File: src/rtl/apb_ral_apb_master.sv
// APB requester: turns a valid/ready command stream into single APB transfers
// and returns read data / error status on a valid/ready response stream.
// One transfer outstanding at a time; optional ACCESS-phase timeout.
module apb_ral_apb_master #(
  parameter int unsigned ADDR_W  = 32,
  parameter int unsigned DATA_W  = 32,
  parameter int unsigned TIMEOUT = 16
) (
  input  logic              pclk,
  input  logic              preset,
  // command stream
  input  logic              cmd_valid,
  output logic              cmd_ready,
  input  logic              cmd_write,
  input  logic [ADDR_W-1:0] cmd_addr,
  input  logic [DATA_W-1:0] cmd_wdata,
  // response stream
  output logic              rsp_valid,
  input  logic              rsp_ready,
  output logic [DATA_W-1:0] rsp_rdata,
  output logic              rsp_err,
  output logic              rsp_timeout,
  // APB requester
  output logic              psel,
  output logic              penable,
  output logic              pwrite,
  output logic [ADDR_W-1:0] paddr,
  output logic [DATA_W-1:0] pwdata,
  input  logic [DATA_W-1:0] prdata,
  input  logic              pready,
  input  logic              pslverr
);

  typedef enum logic [1:0] {StIdle, StSetup, StAccess, StResp} state_e;

  // Abort happens in the ACCESS cycle where the counter reaches TIMEOUT-1,
  // so ACCESS never exceeds TIMEOUT cycles.
  localparam bit          TmoEn   = (TIMEOUT != 0);
  localparam logic [15:0] TmoLast = (TIMEOUT == 0) ? 16'd0 : 16'(TIMEOUT - 1);

  state_e              state_q, state_d;
  logic [15:0]         tmo_cnt_q, tmo_cnt_d;
  logic [ADDR_W-1:0]   paddr_q, paddr_d;
  logic                pwrite_q, pwrite_d;
  logic [DATA_W-1:0]   pwdata_q, pwdata_d;
  logic [DATA_W-1:0]   rdata_q, rdata_d;
  logic                err_q, err_d;
  logic                tmo_q, tmo_d;

  // State and datapath registers, synchronous active-high reset
  always_ff @(posedge pclk) begin
    if (preset) begin
      state_q   <= StIdle;
      tmo_cnt_q <= '0;
      paddr_q   <= '0;
      pwrite_q  <= 1'b0;
      pwdata_q  <= '0;
      rdata_q   <= '0;
      err_q     <= 1'b0;
      tmo_q     <= 1'b0;
    end else begin
      state_q   <= state_d;
      tmo_cnt_q <= tmo_cnt_d;
      paddr_q   <= paddr_d;
      pwrite_q  <= pwrite_d;
      pwdata_q  <= pwdata_d;
      rdata_q   <= rdata_d;
      err_q     <= err_d;
      tmo_q     <= tmo_d;
    end
  end

  // Next-state and datapath capture
  always_comb begin
    state_d   = state_q;
    tmo_cnt_d = tmo_cnt_q;
    paddr_d   = paddr_q;
    pwrite_d  = pwrite_q;
    pwdata_d  = pwdata_q;
    rdata_d   = rdata_q;
    err_d     = err_q;
    tmo_d     = tmo_q;
    unique case (state_q)
      StIdle: begin
        if (cmd_valid) begin
          paddr_d  = cmd_addr;
          pwrite_d = cmd_write;
          pwdata_d = cmd_write ? cmd_wdata : '0;
          state_d  = StSetup;
        end
      end
      StSetup: begin
        tmo_cnt_d = '0;
        state_d   = StAccess;
      end
      StAccess: begin
        // pready has priority over a timeout firing in the same cycle
        if (pready) begin
          rdata_d = pwrite_q ? '0 : prdata;
          err_d   = pslverr;
          tmo_d   = 1'b0;
          state_d = StResp;
        end else if (TmoEn) begin
          if (tmo_cnt_q == TmoLast) begin
            rdata_d = '0;
            err_d   = 1'b1;
            tmo_d   = 1'b1;
            state_d = StResp;
          end else begin
            tmo_cnt_d = tmo_cnt_q + 16'd1;
          end
        end
      end
      StResp: begin
        if (rsp_ready) state_d = StIdle;
      end
      default: state_d = StIdle;
    endcase
  end

  // Outputs decoded from state; cmd_ready is suppressed while reset is held
  always_comb begin
    cmd_ready = (state_q == StIdle) && !preset;
    psel      = (state_q == StSetup) || (state_q == StAccess);
    penable   = (state_q == StAccess);
    rsp_valid = (state_q == StResp);
  end

  assign pwrite      = pwrite_q;
  assign paddr       = paddr_q;
  assign pwdata      = pwdata_q;
  assign rsp_rdata   = rdata_q;
  assign rsp_err     = err_q;
  assign rsp_timeout = tmo_q;

endmodule
File: config.mk
export PLATFORM = sky130hd
export DESIGN_NAME = apb_ral_apb_master
export DESIGN_NICKNAME = d
export VERILOG_FILES = /design/src/rtl/apb_ral_apb_master.sv
export SDC_FILE = /design/constraint.sdc
export NUM_CORES = 1
export LEC_CHECK = 0
export BUFFER_PORTS_ARGS = -buffer_cell sky130_fd_sc_hd__buf_2
export CAP_MARGIN = 20
export CORE_ASPECT_RATIO = 0.9
export CORE_MARGIN = 2
export CORE_UTILIZATION = 47
export CTS_CLUSTER_DIAMETER = 80
export DETAILED_ROUTE_END_ITERATION = 8
export PLACE_DENSITY = 0.8
export SLEW_MARGIN = 30
export SYNTH_ARGS = -nofsm -noshare
export SYNTH_HDL_FRONTEND = slang
export SYNTH_SLANG_ARGS = --single-unit
File: constraint.sdc
create_clock -name pclk -period 2.8 [get_ports pclk]
set_clock_uncertainty 0.05 [all_clocks]
set_input_delay 0.42 -clock pclk [delete_from_list [all_inputs] [get_ports pclk]]
set_output_delay 0.42 -clock pclk [all_outputs]
set_load 0.1 [all_outputs]
==> results of run 1 <==
## through the flow
stage	hold WS (ps)	cell area (um2)	utilization, %
CTS	43.9	6180	67.1
floorplan	418	4490	-
global route	47.5	6180	67.1
detailed placement	393	5600	60.8
finish	77.2	6180	67.1
global placement	385	5590	60.8
## placed cells by master, fill, tap and decap left out, types with 2 or more instances in the layout
| cell | instances |
|---|---|
| o21ai_0 | 23 |
| nand2b_1 | 16 |
| and2_1 | 2 |
| or3_1 | 4 |
| nand2_2 | 2 |
| buf_2 | 205 |
| nand2_1 | 110 |
| nor3_1 | 6 |
| nor4_4 | 2 |
| nand4_1 | 4 |
| a31oi_1 | 6 |
| buf_4 | 4 |
| dfxtp_1 | 117 |
| clkinvlp_4 | 4 |
| a41oi_1 | 3 |
| a21oi_1 | 73 |
| a22o_1 | 20 |
| clkinv_2 | 4 |
| inv_1 | 8 |
| o31ai_1 | 4 |
| ha_1 | 5 |
| nand3_1 | 51 |
| nor3_2 | 2 |
| buf_12 | 2 |
| bufinv_16 | 3 |
| clkbuf_1 | 2 |
| clkbuf_16 | 16 |
| and3_1 | 2 |
| nor2_1 | 15 |
## worst max-delay path by stage
stage	depth (start not counted)	slack, ps	start	endpoint
after floorplan	7	110	state_q[1]	tmo_cnt_q[15]
after global placement	7	730	state_q[1]	tmo_cnt_q[15]
after detailed placement	7	570	state_q[1]	tmo_cnt_q[15]
after CTS	3	420	state_q[0]	penable
after global routing	7	230	state_q[0]	tmo_cnt_q[13]
final	3	430	state_q[0]	penable
## layer usage
| metal | wire length, um | global-route usage (%) | vias to the layer above |
|---|---|---|---|
| met5 | 0 | 0 | - |
| li1 | - | - | 2224 |
| met3 | 955 | 7.14 | 17 |
| met2 | 6140 | 40.6 | 205 |
| met1 | 5360 | 30.1 | 2129 |
| met4 | 180 | 8.79 | 0 |
## critical path: stages (launching register included)
cell and delay, ps:
dfxtp_1 330, inv_1 100, ha_1 450, buf_2 520
## registers in the layout, indices dropped and copies added (netlist names)
name	cells
rsp_rdata	32
state_q	2
rsp_timeout	1
tmo_cnt_q	16
pwrite	1
rsp_err	1
paddr	32
pwdata	32
## cell families (layout without fill, tap and decap cells)
kind of cell,count (synthesis),count (layout),synth area share (%)
AND/OR/NAND/NOR,226,226,24.2
AO/OA/AOI/OAI,134,134,17.7
flip-flops,117,117,52.2
buffers and inverters,44,251,4.07
adder cells (fa/ha/maj),5,5,1.39
XOR/XNOR,1,1,0.195
multiplexers,1,1,0.223
## layout make-up
| class | count | share of cell area, % |
|---|---|---|
| clock buffers | 19 | 6.82 |
| clock inverters | 13 | 2.55 |
| inverters | 8 | 0.486 |
| multi-input cells | 367 | 32.0 |
| flip-flops and latches | 117 | 37.9 |
| well taps | 122 | 2.47 |
| repair buffers | 211 | 17.7 |
## where the power goes
group	total, mW	switching (mW)	internal (mW)
logic	2.47	2.07	0.400
clock network	2.11	0.761	1.35
registers	1.97	0.106	1.86
total	6.55	2.93	3.61
==> impl_metrics.env, run 1 <==
export IMPL_drive_gt1_share_pct=34.6
export IMPL_synth_edff_count=0
export IMPL_yosys_most_used_dff="dfxtp_1"
export IMPL_outcome="completed"
export IMPL_clkSinkCount=117
export IMPL_syn_area_per_cell_um2=8.50
export IMPL_critPathLaunchType="flop"
export IMPL_regArea_mm2=0.00234
export IMPL_antenna_cells=0
export IMPL_min_from="prdata[15]"
export IMPL_multiInputGateArea_mm2=0.00198
export IMPL_cts_repair_timing_setup_buffer_count=0
export IMPL_holdPathStages=2
export IMPL_crit_arrival_ps=1900
export IMPL_tns_ps=0
export IMPL_drv_slew=0
export IMPL_nNetsFinal=830
export IMPL_max_slew_margin_rel_pct=48.6
export IMPL_clk_latency_ps=500
export IMPL_worstMarginPinSlew_ps=769
export IMPL_async_flop_share_pct=0
export IMPL_maxCapViolations=0
export IMPL_syn_num_nets=636
export IMPL_power_leakage_nw=2.78
export IMPL_grt_pass1_wl_um=20400
export IMPL_gp_congestion=0.931
export IMPL_hold_class="primary input to flop"
export IMPL_die_area_mm2=0.0104
export IMPL_synth_most_common_cell="dfxtp_1"
export IMPL_overflow=0
export IMPL_fin_ws_ps=431
export IMPL_rsz0062_at_grt="false"
export IMPL_grt_antenna_before_repair=0
export IMPL_min_period_over_period_pct=84.6
export IMPL_r2r_end="tmo_cnt_q[13]"
export IMPL_synthCells=528
export IMPL_cts_root_buf="clkbuf_8"
export IMPL_seq_area_frac_synth_pct=52.2
export IMPL_synth_common_cells="dfxtp_1, nand2_1, a21oi_1"
export IMPL_syn_cell_area_mm2=0.00449
export IMPL_ys_ff_latch=117
export IMPL_initial_utilization_pct=48.8
export IMPL_yosysTopAreaCell="dfxtp_1"
export IMPL_antenna_left=0
export IMPL_areaGrowthSynthToFinish_pct=37.6
export IMPL_cts_max_path_buffers=2
export IMPL_irDropWorstVdd_mv=0.508
export IMPL_dp_hpwl_um=8810
export IMPL_reg2reg_depth=7
export IMPL_synth_area_leaders="dfxtp_1, nand2_1, a21oi_1"
export IMPL_path_class="flop to output pin"
export IMPL_placedCellCount=825
export IMPL_cp_required_ps=2330
export IMPL_finalHoldViolations=0
export IMPL_drt_first_pass_iters=5
export IMPL_postCtsHoldBufs=0
export IMPL_clkTransAtPathRegs_ps=60
export IMPL_total_power_mw=6.55
export IMPL_rrSetupSlack_ps=520
export IMPL_numCtsBuffers=17
export IMPL_ios=206
export IMPL_wl_per_cell_um=14.7
export IMPL_io_buffers=205
export IMPL_ctsResizeCount=0
export IMPL_std_cell_rows=33
export IMPL_final_setup_viol_count=0
export IMPL_cp_end_kind="output pin"
export IMPL_synth_top_area_share_pct=52.2
export IMPL_n_fill_cell=748
export IMPL_fmax_ghz=0.422
export IMPL_cts_htree_levels=4
export IMPL_grt_pass1_vias=4297
export IMPL_ys_warnings_count=0
export IMPL_stdcell_count=857
export IMPL_drt_iter0_markers=347
export IMPL_grtUsageTotal_pct=24.5
export IMPL_cts_tree="built"
export IMPL_num_vias=4575
export IMPL_min_period_ps=2370
export IMPL_reg2reg_from="state_q[1]"
export IMPL_via_per_inst=5.34
export IMPL_hold_end="rsp_rdata[15]"
export IMPL_design_core_area_mm2=0.00921
export IMPL_dp_slack_ps=574
export IMPL_grt_max_degree=41
export IMPL_die_height_um=96.7
export IMPL_path_max_fanout=14
export IMPL_drc=0
export IMPL_die_x_um=107
export IMPL_cellPowerDensity_mw_per_mm2=1060
export IMPL_yosysUniqueCellTypes=41
export IMPL_wl_um=12600
Power figures use the tool's default switching activity.
==> inputs of run 2 (changes only) <==
--- a/config.mk
+++ b/config.mk
@@ -5,14 +5,15 @@
 export SDC_FILE = /design/constraint.sdc
 export NUM_CORES = 1
 export LEC_CHECK = 0
+export ABC_AREA = 1
 export BUFFER_PORTS_ARGS = -buffer_cell sky130_fd_sc_hd__buf_2
 export CAP_MARGIN = 20
 export CORE_ASPECT_RATIO = 0.9
 export CORE_MARGIN = 2
-export CORE_UTILIZATION = 47
+export CORE_UTILIZATION = 43
 export CTS_CLUSTER_DIAMETER = 80
 export DETAILED_ROUTE_END_ITERATION = 8
-export PLACE_DENSITY = 0.8
+export PLACE_DENSITY = 0.76
 export SLEW_MARGIN = 30
 export SYNTH_ARGS = -nofsm -noshare
 export SYNTH_HDL_FRONTEND = slang
==> constraint.sdc (replaced) <==
create_clock -name pclk -period 2.11 [get_ports pclk]
set_clock_uncertainty 0.05 [all_clocks]
set_input_delay 0.3165 -clock pclk [delete_from_list [all_inputs] [get_ports pclk]]
set_output_delay 0.3165 -clock pclk [all_outputs]
set_load 0.1 [all_outputs]
==> run 2 against run 1 <==
Compared with the run above:
- synthesized cell count increased by 26%
- power grew 64%
- sequential cell count is the same
- utilization shrank 6.3 points
- cell count increased by 20%
- clock power increased by 44%
- setup slack worse by 350 ps
- critical path type unchanged
- critical endpoint unchanged
- critical path depth is 1 higher
- non-clock buffer count up 5
- final area is 6.9% higher
==> impl_metrics.env, run 2 <==
export IMPL_outcome="completed"
export IMPL_synth_common_cells="nand2_1, nor2_1, dfxtp_1"
export IMPL_cp_cell_sequence="inv_1 > ha_2 > buf_4 > buf_4"
export IMPL_antenna_left=0
export IMPL_drt_first_pass_iters=5
export IMPL_syn_num_nets=775
export IMPL_path_class="flop to output pin"
export IMPL_initial_utilization_pct=44.1
export IMPL_synth_most_common_cell="nand2_1"
export IMPL_cp_slowest_cell="ha_2"
export IMPL_critical_path_depth=4
export IMPL_clk_latency_ps=400
export IMPL_num_vias=4894
export IMPL_min_period_ps=2030
export IMPL_finalHoldViolations=0
export IMPL_std_cell_rows=36
export IMPL_max_stage_delay_ps=340
export IMPL_seq_area_frac_synth_pct=48.9
export IMPL_power_leakage_nw=3.13
export IMPL_io_buffers=205
export IMPL_path_common_cell="buf_4"
export IMPL_wl_um=12400
export IMPL_grt_pass1_wl_um=20000
export IMPL_drv_slew=0
export IMPL_irDropWorstVdd_mv=0.686
export IMPL_grt_antenna_before_repair=0
export IMPL_holdPathStages=3
export IMPL_critPathLaunchType="flop"
export IMPL_maxCapViolations=0
export IMPL_crit_arrival_ps=1670
export IMPL_grtUsageTotal_pct=20.5
export IMPL_worst_path_buf_inv=3
export IMPL_clkTransAtPathRegs_ps=60
export IMPL_synth_top_area_share_pct=48.9
export IMPL_cts_tree="built"
export IMPL_yosysTopAreaCell="dfxtp_1"
export IMPL_cts_htree_levels=4
export IMPL_yosys_most_used_dff="dfxtp_1"
export IMPL_ys_ff_latch=117
export IMPL_worstMarginPinSlew_ps=517
export IMPL_die_x_um=115
export IMPL_drc=0
export IMPL_synth_area_leaders="dfxtp_1, nand2_1, nor2_1"
export IMPL_fmax_ghz=0.492
export IMPL_ys_warnings_count=0
export IMPL_cp_end_kind="output pin"
export IMPL_overflow=0
export IMPL_final_setup_viol_count=0
export IMPL_grt_max_degree=55
export IMPL_cellPowerDensity_mw_per_mm2=1620
export IMPL_rsz0062_at_grt="true"
export IMPL_wl_per_cell_um=12.0
export IMPL_syn_area_per_cell_um2=7.18
export IMPL_yosysUniqueCellTypes=25
export IMPL_synthCells=667
export IMPL_hold_class="primary input to flop"
export IMPL_ios=206
export IMPL_clkSinkCount=117
export IMPL_design_core_area_mm2=0.0109
export IMPL_antenna_cells=0
export IMPL_final_common_cell="buf_2"
export IMPL_nNetsFinal=973
export IMPL_postCtsHoldBufs=0
export IMPL_synth_edff_count=0
export IMPL_timing_hold_ws_ps=84.0
export IMPL_cts_max_path_buffers=2
export IMPL_drt_iter0_markers=305
export IMPL_max_slew_margin_rel_pct=65.8
export IMPL_drive_gt1_share_pct=30.8
export IMPL_grt_pass1_vias=4449
export IMPL_dp_hpwl_um=8960
export IMPL_n_fill_cell=1034
export IMPL_gp_congestion=0.926
export IMPL_via_per_inst=4.75
export IMPL_mostFrequentLayoutCells="buf_2, nand2_1, nor2_1"
export IMPL_cts_repair_timing_setup_buffer_count=0
export IMPL_critical_path_top_delay_family="buffers and inverters"
export IMPL_syn_cell_area_mm2=0.00479
export IMPL_path_max_fanout=11
export IMPL_reg2reg_depth=8
export IMPL_numCtsBuffers=17
export IMPL_cp_required_ps=1740
export IMPL_cts_root_buf="clkbuf_16"
export IMPL_async_flop_share_pct=0
export IMPL_areaGrowthSynthToFinish_pct=37.9
export IMPL_die_area_mm2=0.0120
export IMPL_min_period_over_period_pct=96.3
export IMPL_die_height_um=104
export IMPL_total_power_mw=10.7
==> run 2: cell count changes after synthesis, moves of 10 or more <==
| cell | change |
|---|---|
| nand3_1 | -41 |
| a22o_1 | -20 |
| inv_1 | +29 |
| o21ai_0 | +27 |
| nand2b_1 | -16 |
| nand4_1 | +11 |
| nor2_1 | +114 |
| nand2_1 | +64 |
| a21oi_2 | +10 |
==> run 2: metal layers <==
metal	routed length, um	share of wire (%)	vias up	global-route usage (%)
li1	-	-	2525	-
met1	5290	43	2159	24.0
met2	5840	47	196	34.6
met3	1110	9.0	14	7.87
met4	148	1.2	0	6.02
met5	0	0	-	0
==> run 2: final cells by class <==
class / count / area, um2 / area share (%)
clock buffer: 19 / 443 / 6.71
clock inverter: 13 / 198 / 2.99
inverter: 40 / 153 / 2.31
multi-input combinational: 473 / 2130 / 32.2
sequential: 117 / 2340 / 35.5
tap: 152 / 190 / 2.88
timing repair buffer: 216 / 1150 / 17.4
==> run 2: repair_timing <==
| item | CTS | global route |
|---|---|---|
| endpoints found under the setup margin | 1 | 33 |
| gates resized for setup | 1 | 2 |
| endpoints found under the hold margin | 0 | 0 |
==> run 2: path summary, 6_finish.rpt <==
check                     from            end  slack, ps
setup reg to reg  tmo_cnt_q[0]  rsp_rdata[11]        220
hold / removal       prdata[8]   rsp_rdata[8]         80
hold reg to reg    rsp_timeout    rsp_timeout        400
setup / recovery    state_q[0]        penable         80
==> run 2: cells by family (layout without fill, tap and decap cells) <==
family	after synthesis	in the layout	share of synthesized area, %
and+or+nand+nor	338	338	28.6
AOI/OAI and AO/OA	130	130	14.4
DFF	117	117	48.9
buffers and inverters	77	288	6.84
adders and majority gates	5	5	1.31
==> run 2: tightest hold or removal path, stage by stage <==
cell and delay [ps]:
buf_2 80, a21oi_2 40, nor2_1 70
==> run 2: stage by stage <==
stage                     std cells  setup slack, ps  util, %  setup TNS (ps)  instance area, um2
after floorplan                 667             61.7        -               0                4790
after global placement          998              150     54.9               0                5960
after detailed placement        998              111     54.9               0                5960
after CTS                      1030             63.3     60.8               0                6600
after global routing           1030            -22.7     60.8           -22.7                6600
final                          1030             77.8     60.8               0                6600
==> run 2: where the power goes <==
| group | switching, mW | leakage (nW) | internal (mW) | total (mW) |
|---|---|---|---|---|
| Combinational | 3.94 | 1.86 | 0.895 | 4.83 |
| Clock | 1.02 | 0.308 | 2.02 | 3.04 |
| Sequential | 0.216 | 0.956 | 2.62 | 2.83 |
==> inputs of run 3 (changes only) <==
--- a/config.mk
+++ b/config.mk
@@ -11,6 +11,7 @@
 export CORE_ASPECT_RATIO = 0.9
 export CORE_MARGIN = 2
 export CORE_UTILIZATION = 43
+export CTS_BUF_LIST = sky130_fd_sc_hd__clkbuf_16
 export CTS_CLUSTER_DIAMETER = 80
 export DETAILED_ROUTE_END_ITERATION = 8
 export PLACE_DENSITY = 0.76
==> run 3 against run 2 <==
Compared with the run above:
- count of clock-buffer cells in the layout decreased by 2
- cell count unchanged
- setup slack got worse by 2.1 ps
- critical path type unchanged
==> impl_metrics.env, run 3 (synthesis results as in run 2) <==
export IMPL_outcome="completed"
export IMPL_cp_required_ps=1740
export IMPL_nNetsFinal=973
export IMPL_worst_path_buf_inv=3
export IMPL_power_leakage_nw=3.13
export IMPL_num_vias=4919
export IMPL_dp_hpwl_um=8960
export IMPL_cts_max_path_buffers=2
export IMPL_maxCapViolations=0
export IMPL_clkTransAtPathRegs_ps=60
export IMPL_grt_pass1_wl_um=20000
export IMPL_antenna_left=0
export IMPL_timing_hold_ws_ps=89.0
export IMPL_combPwrFrac_pct=45.3
export IMPL_path_class="flop to output pin"
export IMPL_drt_iter0_markers=334
export IMPL_drv_slew=0
export IMPL_wl_um=12400
export IMPL_power_switching_mw=5.17
export IMPL_critical_path_top_delay_family="buffers and inverters"
export IMPL_grt_pass1_vias=4456
export IMPL_overflow=0
export IMPL_ios=206
export IMPL_via_per_inst=4.78
export IMPL_finalHoldViolations=0
export IMPL_max_stage_delay_ps=340
export IMPL_areaGrowthSynthToFinish_pct=37.7
export IMPL_grtUsageTotal_pct=20.5
export IMPL_mostFrequentLayoutCells="buf_2, nand2_1, nor2_1"
export IMPL_drc=0
export IMPL_numCtsBuffers=17
export IMPL_total_power_mw=10.7
export IMPL_std_cell_rows=36
export IMPL_switching_share_pct=48.5
export IMPL_clk_latency_ps=400
export IMPL_cp_cell_sequence="inv_1 > ha_2 > buf_4 > buf_4"
export IMPL_critPathLaunchType="flop"
export IMPL_dp_slack_ps=111
export IMPL_drive_gt1_share_pct=30.6
export IMPL_initial_utilization_pct=44.1
export IMPL_final_common_cell="buf_2"
export IMPL_max_slew_margin_rel_pct=65.9
export IMPL_dpl_cell_area_mm2=0.00596
export IMPL_fin_ws_ps=75.7
export IMPL_placedCellCount=998
export IMPL_drt_first_pass_iters=5
export IMPL_design_core_area_mm2=0.0109
export IMPL_final_setup_viol_count=0
export IMPL_die_area_mm2=0.0120
export IMPL_gp_congestion=0.926
export IMPL_stdcell_count=1030
export IMPL_die_height_um=104
export IMPL_antenna_cells=0
export IMPL_cp_slowest_cell="ha_2"
export IMPL_rsz0062_at_grt="true"
export IMPL_io_buffers=205
export IMPL_min_period_over_period_pct=96.4
export IMPL_cts_root_buf="clkbuf_16"
export IMPL_clkSinkCount=117
export IMPL_cp_end_kind="output pin"
export IMPL_path_common_cell="buf_4"
export IMPL_postCtsHoldBufs=0
export IMPL_fmax_ghz=0.492
export IMPL_ctsResizeCount=1
export IMPL_cellPowerDensity_mw_per_mm2=1620
export IMPL_worstMarginPinSlew_ps=515
export IMPL_n_fill_cell=1036
export IMPL_p_int_mw=5.50
export IMPL_clkPwrFrac_pct=28.1
export IMPL_grt_max_degree=55
export IMPL_min_period_ps=2030
export IMPL_path_max_fanout=11
export IMPL_cts_repair_timing_setup_buffer_count=0
export IMPL_crit_arrival_ps=1670
export IMPL_p_seq_share_pct=26.6
export IMPL_irDropWorstVdd_mv=0.686
export IMPL_grt_antenna_before_repair=0
export IMPL_cts_tree="built"
export IMPL_final_cell_area_mm2=0.00659
export IMPL_wl_per_cell_um=12.1
export IMPL_die_x_um=115
export IMPL_cts_htree_levels=4
export IMPL_hold_class="primary input to flop"
## run 3: cell count changes in the layout (fill, tap and decap cells not counted)
cell,change
clkbuf_8,-1
clkbuf_1,-1
inv_1,+1
clkinv_1,+1
## run 3: through the flow
step / setup TNS (ps) / utilization [%]
5_1_grt: -21.4 / 60.7
4_1_cts: 0 / 60.7
2_1_floorplan: 0 / -
6_report: 0 / 60.7
3_3_place_gp: 0 / 54.9
3_5_place_dp: 0 / 54.9
## run 3: worst paths after layout
path | start | end | slack, ps | cells after the start
min | prdata[8] | rsp_rdata[8] | 90 | 3
min reg2reg | rsp_timeout | rsp_timeout | 400 | 2
max | state_q[0] | penable | 80 | 4
max reg2reg | tmo_cnt_q[0] | rsp_rdata[11] | 230 | 8
## run 3: area by class of cell
type / instances / area [um2] / area share (%)
inverter: 40 / 153 / 2.31
clock buffer: 17 / 425 / 6.45
clock inverter: 15 / 205 / 3.11
timing repair buffer: 216 / 1150 / 17.5
sequential: 117 / 2340 / 35.5
multi-input combinational: 473 / 2130 / 32.3
tap: 152 / 190 / 2.88
## run 3: tightest hold or removal path: cells and delay by family
kind	cells	cell delay (ps)
buf+inv	1	80
simple gates	1	70
compound gates	1	40
## run 3: power by group through the flow
| stage | combinational, mW | sequential, mW | clock, mW |
|---|---|---|---|
| after floorplan | 1.57 | 5.33 | 0 |
| after global placement | 4.81 | 2.87 | 0 |
| after detailed placement | 4.84 | 2.87 | 0 |
| after CTS | 4.84 | 2.83 | 3.06 |
| after global routing | 5.13 | 2.88 | 3.19 |
| final | 4.84 | 2.83 | 3.00 |
## run 3: layer usage
metal | vias up | global-route usage, % | part of all wire, %
li1 | 2524 | - | -
met4 | 0 | 5.77 | 1.1
met5 | - | 0 | 0
met2 | 198 | 34.7 | 47
met3 | 12 | 7.87 | 9.2
met1 | 2185 | 24.1 | 43
